$ cat config.mk
export PLATFORM = sky130hd
export DESIGN_NAME = pattern_expect
export DESIGN_NICKNAME = d
export VERILOG_FILES = /design/src/rtl/pattern_pkg.sv /design/src/rtl/pattern_expect.sv
export SDC_FILE = /design/constraint.sdc
export NUM_CORES = 1
export LEC_CHECK = 0
export CAP_MARGIN = 20
export CORE_MARGIN = 4
export CORE_UTILIZATION = 60
export DETAILED_ROUTE_END_ITERATION = 8
export DONT_BUFFER_PORTS = 1
export GPL_TIMING_DRIVEN = 0
export PLACE_DENSITY = 0.83
export SYNTH_ARGS = -nofsm -noshare
export SYNTH_HDL_FRONTEND = slang
export SYNTH_SLANG_ARGS = --single-unit
$ cat constraint.sdc
create_clock -name clk -period 3.15 [get_ports clk]
set_input_delay 0.945 -clock clk [delete_from_list [all_inputs] [get_ports clk]]
set_output_delay 0.945 -clock clk [all_outputs]
set_load 0.05 [all_outputs]
$ cat src/rtl/pattern_pkg.sv
// Shared definitions for the test-pattern generator and checker:
// mode encodings, line lengths, ramp delta decode tables and FSM states.
package pattern_pkg;

  localparam int PIX_W   = 12;
  localparam int LEN_STD = 1290;
  localparam int LEN_REG = 4096;

  typedef enum logic [2:0] {
    MODE_NONE     = 3'b000,
    MODE_REGULAR  = 3'b001,
    MODE_CONST    = 3'b010,
    MODE_WHITE1X1 = 3'b011,
    MODE_BLACK1X1 = 3'b100,
    MODE_WHITE2X2 = 3'b101,
    MODE_BLACK2X2 = 3'b110,
    MODE_RAMP     = 3'b111
  } mode_t;

  typedef enum logic [1:0] {
    ST_IDLE,
    ST_LAT,
    ST_CHECK,
    ST_GAP
  } state_t;

  // Per-pixel ramp increment selected by the X code.
  function automatic logic [PIX_W-1:0] dx_decode(input logic [1:0] code);
    case (code)
      2'b00:   return 12'd0;
      2'b01:   return 12'd1;
      2'b10:   return 12'd4;
      default: return 12'd8;
    endcase
  endfunction

  // Per-line ramp increment selected by the Y code.
  function automatic logic [PIX_W-1:0] dy_decode(input logic [1:0] code);
    case (code)
      2'b00:   return 12'd0;
      2'b01:   return 12'd1;
      2'b10:   return 12'd16;
      default: return 12'd1290;
    endcase
  endfunction

  // Index of the last pixel of a line for the given mode.
  function automatic logic [PIX_W-1:0] line_last(input mode_t m);
    return (m == MODE_REGULAR) ? 12'(LEN_REG - 1) : 12'(LEN_STD - 1);
  endfunction

endpackage

$ cat src/rtl/pattern_expect.sv
// Expected-pixel engine: latches the frame parameters on frame start and
// keeps the pixel index and ramp accumulators (no multiplier needed).
module pattern_expect
  import pattern_pkg::*;
(
  input  logic             clk,
  input  logic             rst_n,
  input  logic             frame_start,
  input  logic             line_start,
  input  logic             pix_adv,
  input  logic [2:0]       mode,
  input  logic [PIX_W-1:0] const_val,
  input  logic [1:0]       x,
  input  logic [1:0]       y,
  input  logic [1:0]       line_lsb,
  output logic [PIX_W-1:0] expected,
  output logic             last_pix,
  output logic             mode_valid
);

  mode_t            mode_q;
  logic [PIX_W-1:0] const_q;
  logic [PIX_W-1:0] dx_q;
  logic [PIX_W-1:0] dy_q;
  logic [PIX_W-1:0] pix_q;
  logic [PIX_W-1:0] base_q;
  logic [PIX_W-1:0] ramp_q;
  logic             chk1;
  logic             chk2;

  // Latch parameters per frame; step line base by dY and pixel ramp by dX.
  always_ff @(posedge clk) begin
    // NOTE: non-blocking assignments so every flop updates from pre-edge values.
    if (!rst_n) begin
      mode_q  <= MODE_NONE;
      const_q <= '0;
      dx_q    <= '0;
      dy_q    <= '0;
      pix_q   <= '0;
      base_q  <= '0;
      ramp_q  <= '0;
    end else if (frame_start) begin
      mode_q  <= mode_t'(mode);
      const_q <= const_val;
      dx_q    <= dx_decode(x);
      dy_q    <= dy_decode(y);
      pix_q   <= '0;
      base_q  <= '0;
      ramp_q  <= '0;
    end else if (line_start) begin
      pix_q   <= '0;
      base_q  <= base_q + dy_q;
      ramp_q  <= base_q + dy_q;
    end else if (pix_adv) begin
      pix_q   <= pix_q + 12'd1;
      ramp_q  <= ramp_q + dx_q;
    end
  end

  assign chk1 = pix_q[0] ^ line_lsb[0];
  assign chk2 = pix_q[1] ^ line_lsb[1];

  // Decode the expected pixel for the current line and pixel position.
  always_comb begin
    // NOTE: default assignment first so every path drives expected; no latch.
    expected = '0;
    case (mode_q)
      MODE_REGULAR:  expected = pix_q ^ (pix_q >> 1);
      MODE_CONST:    expected = const_q;
      MODE_WHITE1X1: expected = {PIX_W{chk1}};
      MODE_BLACK1X1: expected = {PIX_W{~chk1}};
      MODE_WHITE2X2: expected = {PIX_W{chk2}};
      MODE_BLACK2X2: expected = {PIX_W{~chk2}};
      MODE_RAMP:     expected = ramp_q;
      default:       expected = '0;
    endcase
  end

  assign last_pix   = (pix_q == line_last(mode_q));
  assign mode_valid = (mode_q != MODE_NONE);

endmodule

; ---- Word level (Yosys, flattened, before mapping)
; Cells that the tools add are included.
[classes]
n_eq_ne = 12
add_sub_neg = 3
muxes = 6
reduce_logical = 6
n_bitwise = 6
[ops]
columns = operator, n
row1 = $pmux 12 s7, 1
row2 = $mux 12, 3
row3 = $pmux 11 s3, 1
row4 = $add 12x12->12, 2
row5 = $add 12x1->12 const B, 1
row6 = $eq 12x12->1, 1
row7 = $eq 3x3->1 const B, 4
row8 = $pmux 4 s3, 1
row9 = $xor 12x11->12, 1
row10 = $eq 3x2->1 const B, 2
row11 = $eq 2x1->1 const B, 2
row12 = $eq 2x2->1 const B, 2
row13 = $logic_not 2->1, 2
row14 = $eq 3x1->1 const B, 1
row15 = $not 1->1, 3
row16 = $reduce_bool 3->1, 1
row17 = $reduce_or 3->1, 1
row18 = $reduce_bool 2->1, 1
row19 = $reduce_or 2->1, 1
row20 = $xor 1x1->1, 2
[totals]
inputBits = 26
regBits = 75
out_inout_bits = 14

; ---- Longest topological paths before layout
; Gate-level depths: netlist (run 1).
[logic_depth]
ltp_word = 3
depth_mapped = 8
depth_no_buf = 8

; ---- Worst setup path before layout (run 1)
; No wires, ideal clock.
[synth_timing]
path_kind = register to output
start = reg mode_q[2]
end = out last_pix
path_buffers = 1
stages_incl_launch_ff = 6
arrival_ns = 2.235
slack_ns = -0.030
required_ns = 2.205
path_cell_list = dfxtp_1 > nand2b_1 > nor2_1 > buf_2 > ha_1 > nor3_1
[synth_via]
elab_chain_len = 3
[synth_rtl]
columns = item, line_no
row1 = from (decl), pattern_expect.sv:21  ; mode_t mode_q;
row2 = from (signal assigned), pattern_expect.sv:43  ; mode_q <= mode_t'(mode);
row3 = $eq 3x1->1, pattern_pkg.sv:49  ; return (m == MODE_REGULAR) ? 12'(LEN_REG - 1) : 12'(LEN_STD - 1);
row4 = $mux 12, pattern_pkg.sv:49
row5 = $eq 12x12->1, pattern_expect.sv:79  ; assign last_pix = (pix_q == line_last(mode_q));
row6 = to (decl), pattern_expect.sv:17  ; output logic last_pix,
; Every way passes these cells.

; ---- Final worst setup path (run 1)
[layout_timing]
start = in line_lsb[1]
end = out expected[10]
[layout_via]
elab_chain_len = 3
[layout_rtl]
columns = item, line_no
row1 = from (decl), pattern_expect.sv:15  ; input logic [1:0] line_lsb,
row2 = $xor 1x1->1 (*), pattern_expect.sv:61  ; assign chk2 = pix_q[1] ^ line_lsb[1];
row3 = $not 1->1, pattern_expect.sv:73  ; MODE_BLACK2X2: expected = {PIX_W{~chk2}};
row4 = $pmux 12 s7 (*), pattern_expect.sv:67  ; case (mode_q)
row5 = to (decl), pattern_expect.sv:16  ; output logic [PIX_W-1:0] expected,
; Mark *: on every way between the ends. The rest lies on a longest branch, timed or not.

==> impl_summary.log, run 1 <==
INFO  metric status = complete, no violations
INFO  metric die_width = 82.0 um
INFO  metric finalInstanceArea = 3610 um2
INFO  metric place.detailed.hpwl = 5.39 mm
INFO  metric skew = 0.00972 ns
INFO  metric drtIter0Drc = 144
INFO  metric synth_sequential_area_ratio = 34.7%
INFO  metric report.power.total = 1620 uW
INFO  metric worstSetupPathType = input port to output pin
INFO  metric post_route_cells_drive_above_1_share = 12.1%
INFO  metric gr-total-overflow = 0
INFO  metric ios = 40
INFO  metric antenna_found_initial = 0
INFO  metric drt_drc_violations_left = 0
INFO  metric ant_nets = 0
INFO  metric routed_via_density = 5.81
INFO  metric total_leakage_power = 0.00144 uW
INFO  metric clock-root-buffer = sky130_fd_sc_hd__clkbuf_8
INFO  metric grtUsageMet1 = 26.6%
INFO  metric routing_layer_with_the_top_usage_in_global_route = met2
INFO  metric finalMaxSlewViolations = 0
INFO  metric multi_input_area = 2050 um2
INFO  metric dp_cells = 434
INFO  metric synth-edff-count = 0
INFO  metric cp.arrival = 2.14 ns
INFO  metric postSynth.topFlopCell = sky130_fd_sc_hd__dfxtp_1
INFO  metric grt_pass1_vias = 2605
INFO  metric p_per_area = 448 nW/um2
INFO  metric post-route-min-period = 3.08 ns
INFO  metric core_area = 5200 um2
INFO  metric start_util = 63.2%
INFO  metric cts_hold_repair.buffers = 0
INFO  metric design.die.area = 6730 um2
INFO  metric drtPass1Iterations = 4
INFO  metric setup_tns = 0 ns
INFO  metric timing.max_slew.rel_slack = 64.4%
INFO  metric final-instance-count-excl-fill = 449
INFO  metric finalSetupViolations = 0
INFO  metric critPathLaunchType = input port
INFO  metric layout.area.seq = 1140 um2
INFO  metric final_core_util = 69.3%
INFO  metric synth.ff_latch_count = 57
INFO  metric first_pass_grt_wire_length = 12.0 mm
INFO  metric max-clock-path-buffers = 2
INFO  metric netlist_area = 3290 um2
INFO  metric gr_layer_usage_met2 = 39.6%
INFO  metric placement_rows = 26
INFO  metric layout.filler_cells = 413
INFO  metric syn-mean-instance-area = 9.03 um2
INFO  metric holdCritPathClass = register to register
INFO  metric tritoncts_clock_tree = built
INFO  metric timing.max_cap.violations = 0
INFO  metric grt.met3_usage = 7.13%
INFO  metric insertion_delay = 0.34 ns
INFO  metric die-height = 82.0 um
INFO  metric hold_viol = 0
INFO  metric ys_async_sr_fraction = 0%
INFO  metric worst_ir_drop_vdd = 0.272 mV
INFO  metric worst_pin_slew = 0.532 ns
INFO  metric cells_after_synthesis = 364
INFO  metric numPortBuffers = 0
INFO  metric placement.cell_area = 3380 um2
INFO  metric synth.distinct_cells = 52
INFO  metric worstPathRequired = 2.20 ns
INFO  metric synth.yosys.warnings = 0
INFO  metric vias = 2610
INFO  metric fmax = 0.324 GHz
INFO  metric timing.critical_path.to_type = output pin
INFO  metric cts_buffers = 9
INFO  metric finish.net_count = 422
INFO  metric clock-sinks = 57
INFO  metric area_growth = 9.74%
INFO  metric routabilityCongestion = 0.836
INFO  metric antennaDiodeCount = 0
INFO  metric grt_use_total = 23.2%
INFO  metric totalWireLength = 7.07 mm
INFO  metric timing.final.crit_share = 97.8%
INFO  metric post-cts-setup-buffers = 0
INFO  metric grt_max_degree = 11
INFO  metric crit_fanout = 10
INFO  metric synthesis.nets = 412
INFO  metric clock_tree.htree_level_count = 3
INFO  metric clk_pin_slew = 0.06 ns
INFO  metric drt-wirelength-per-cell = 15.7 um
[where the power goes]
part	internal, uW	switching [uW]
logic	69.8	131
registers	741	19.7
clock network	361	295
total	1170	446
[cell usage in the layout (no fill, tap or decap), types with 4 or more instances in the layout]
cell                       count
sky130_fd_sc_hd__a21oi_1      15
sky130_fd_sc_hd__nor2_1       38
sky130_fd_sc_hd__and2_1        4
sky130_fd_sc_hd__xnor2_1      16
sky130_fd_sc_hd__dfxtp_1      57
sky130_fd_sc_hd__nand2b_1      6
sky130_fd_sc_hd__a22o_1       11
sky130_fd_sc_hd__a221o_2      10
sky130_fd_sc_hd__mux2i_1      19
sky130_fd_sc_hd__nand3_1      12
sky130_fd_sc_hd__buf_2         5
sky130_fd_sc_hd__clkbuf_1     10
sky130_fd_sc_hd__xor2_1       20
sky130_fd_sc_hd__inv_1        10
sky130_fd_sc_hd__nor2b_1      20
sky130_fd_sc_hd__a211oi_1      7
sky130_fd_sc_hd__clkbuf_8     10
sky130_fd_sc_hd__nand4_1       9
sky130_fd_sc_hd__o22ai_1       6
sky130_fd_sc_hd__ha_1         21
sky130_fd_sc_hd__nand2_1      16
sky130_fd_sc_hd__clkinv_2      4
[cells in the mapped netlist (2+ instances only)]
cell | n | share of area [%]
sky130_fd_sc_hd__a211oi_1 | 7 | 1.6
sky130_fd_sc_hd__a221o_1 | 11 | 3.3
sky130_fd_sc_hd__ha_1 | 21 | 8.0
sky130_fd_sc_hd__a21oi_1 | 15 | 2.3
sky130_fd_sc_hd__o31a_1 | 2 | 0.53
sky130_fd_sc_hd__xnor2_1 | 16 | 4.3
sky130_fd_sc_hd__nor2_1 | 39 | 4.5
sky130_fd_sc_hd__and2_1 | 4 | 0.76
sky130_fd_sc_hd__a21boi_1 | 2 | 0.46
sky130_fd_sc_hd__nor4_1 | 2 | 0.38
sky130_fd_sc_hd__a21oi_2 | 2 | 0.53
sky130_fd_sc_hd__o21a_1 | 2 | 0.46
sky130_fd_sc_hd__o22ai_1 | 6 | 1.1
sky130_fd_sc_hd__buf_2 | 6 | 0.91
sky130_fd_sc_hd__a31oi_1 | 2 | 0.38
sky130_fd_sc_hd__dfxtp_1 | 57 | 35
sky130_fd_sc_hd__and3_1 | 2 | 0.38
sky130_fd_sc_hd__nand2_1 | 16 | 1.8
sky130_fd_sc_hd__inv_1 | 10 | 1.1
sky130_fd_sc_hd__nand3_1 | 12 | 1.8
sky130_fd_sc_hd__nand3b_1 | 2 | 0.46
sky130_fd_sc_hd__mux2i_1 | 19 | 5.8
sky130_fd_sc_hd__a22o_1 | 11 | 2.9
sky130_fd_sc_hd__xor2_1 | 20 | 5.3
sky130_fd_sc_hd__nand4_1 | 9 | 1.7
sky130_fd_sc_hd__nor3_1 | 3 | 0.46
sky130_fd_sc_hd__nand2b_1 | 6 | 1.1
sky130_fd_sc_hd__clkbuf_1 | 10 | 1.1
sky130_fd_sc_hd__or3_1 | 2 | 0.38
sky130_fd_sc_hd__nor2b_1 | 20 | 3.8
sky130_fd_sc_hd__nor3b_1 | 2 | 0.46
sky130_fd_sc_hd__buf_1 | 2 | 0.23
sky130_fd_sc_hd__a21boi_0 | 3 | 0.68
sky130_fd_sc_hd__o21ai_0 | 3 | 0.46
[worst paths after layout]
check	end	slack, ns	from	cells after the start
worst max register to register	ramp_q[10]	1.05	dy_q[8]	7
worst min register to register	base_q[8]	0.46	base_q[8]	1
worst max-delay path	expected[10]	0.07	line_lsb[1]	6
worst min-delay path	base_q[8]	0.46	base_q[8]	1
[sequential cells by signal, summed over array words and instances (netlist names)]
| signal | cells |
|---|---|
| base_q | 12 |
| const_q | 12 |
| dx_q | 3 |
| dy_q | 3 |
| mode_q | 3 |
| pix_q | 12 |
| ramp_q | 12 |
[cells by family after synthesis]
logic type	Yosys count	synth area share, %
simple gates	123	19.4
compound gates	75	17.6
flops	57	34.7
xor+xnor	36	9.59
buf+inv	32	4.34
fa+ha+maj	22	8.60
mux	19	5.78
[metrics by stage]
| stage | hold slack, ns | setup slack [ns] |
|---|---|---|
| after CTS | 0.464 | 0.0150 |
| after global placement | 0.450 | -0.0806 |
| after global routing | 0.497 | -0.00785 |
| after floorplan | 0.432 | 0.0751 |
| final | 0.464 | 0.0678 |
| after detailed placement | 0.451 | -0.0951 |
[routing by layer]
| layer | wire length (um) | share of wire (%) |
|---|---|---|
| met2 | 3490 | 49 |
| met1 | 3080 | 44 |
| met4 | 138 | 2.0 |
| met3 | 353 | 5.0 |
| met5 | 0 | 0 |
[timing repair]
item                                    4_1_cts  5_1_grt
pin swaps                                     1        1
resized for setup                            13        4
endpoints found under the setup margin       12       12
hold endpoints to repair                      0        0
[worst max-delay path: stages]
cell and delay, ns:
sky130_fd_sc_hd__xor2_1 0.23, sky130_fd_sc_hd__o22ai_1 0.14, sky130_fd_sc_hd__nand2_1 0.11, sky130_fd_sc_hd__o41ai_4 0.10, sky130_fd_sc_hd__buf_6 0.16, sky130_fd_sc_hd__a221o_2 0.44
[layout make-up]
type | count | share of cell area [%]
buffer | 20 | 2.88
clock inverter | 6 | 1.63
tap | 70 | 2.43
sequential | 57 | 31.6
inverter | 11 | 1.14
multi-input combinational | 275 | 56.8
clock buffer | 10 | 3.54
(Power assumes the default switching activity.)
==> run 2, diff against run 1 <==
CAP_MARGIN = unset   (was 20)
==> results of run 2 <==
Final layout, timing and power as in run 1 (identical DEF).
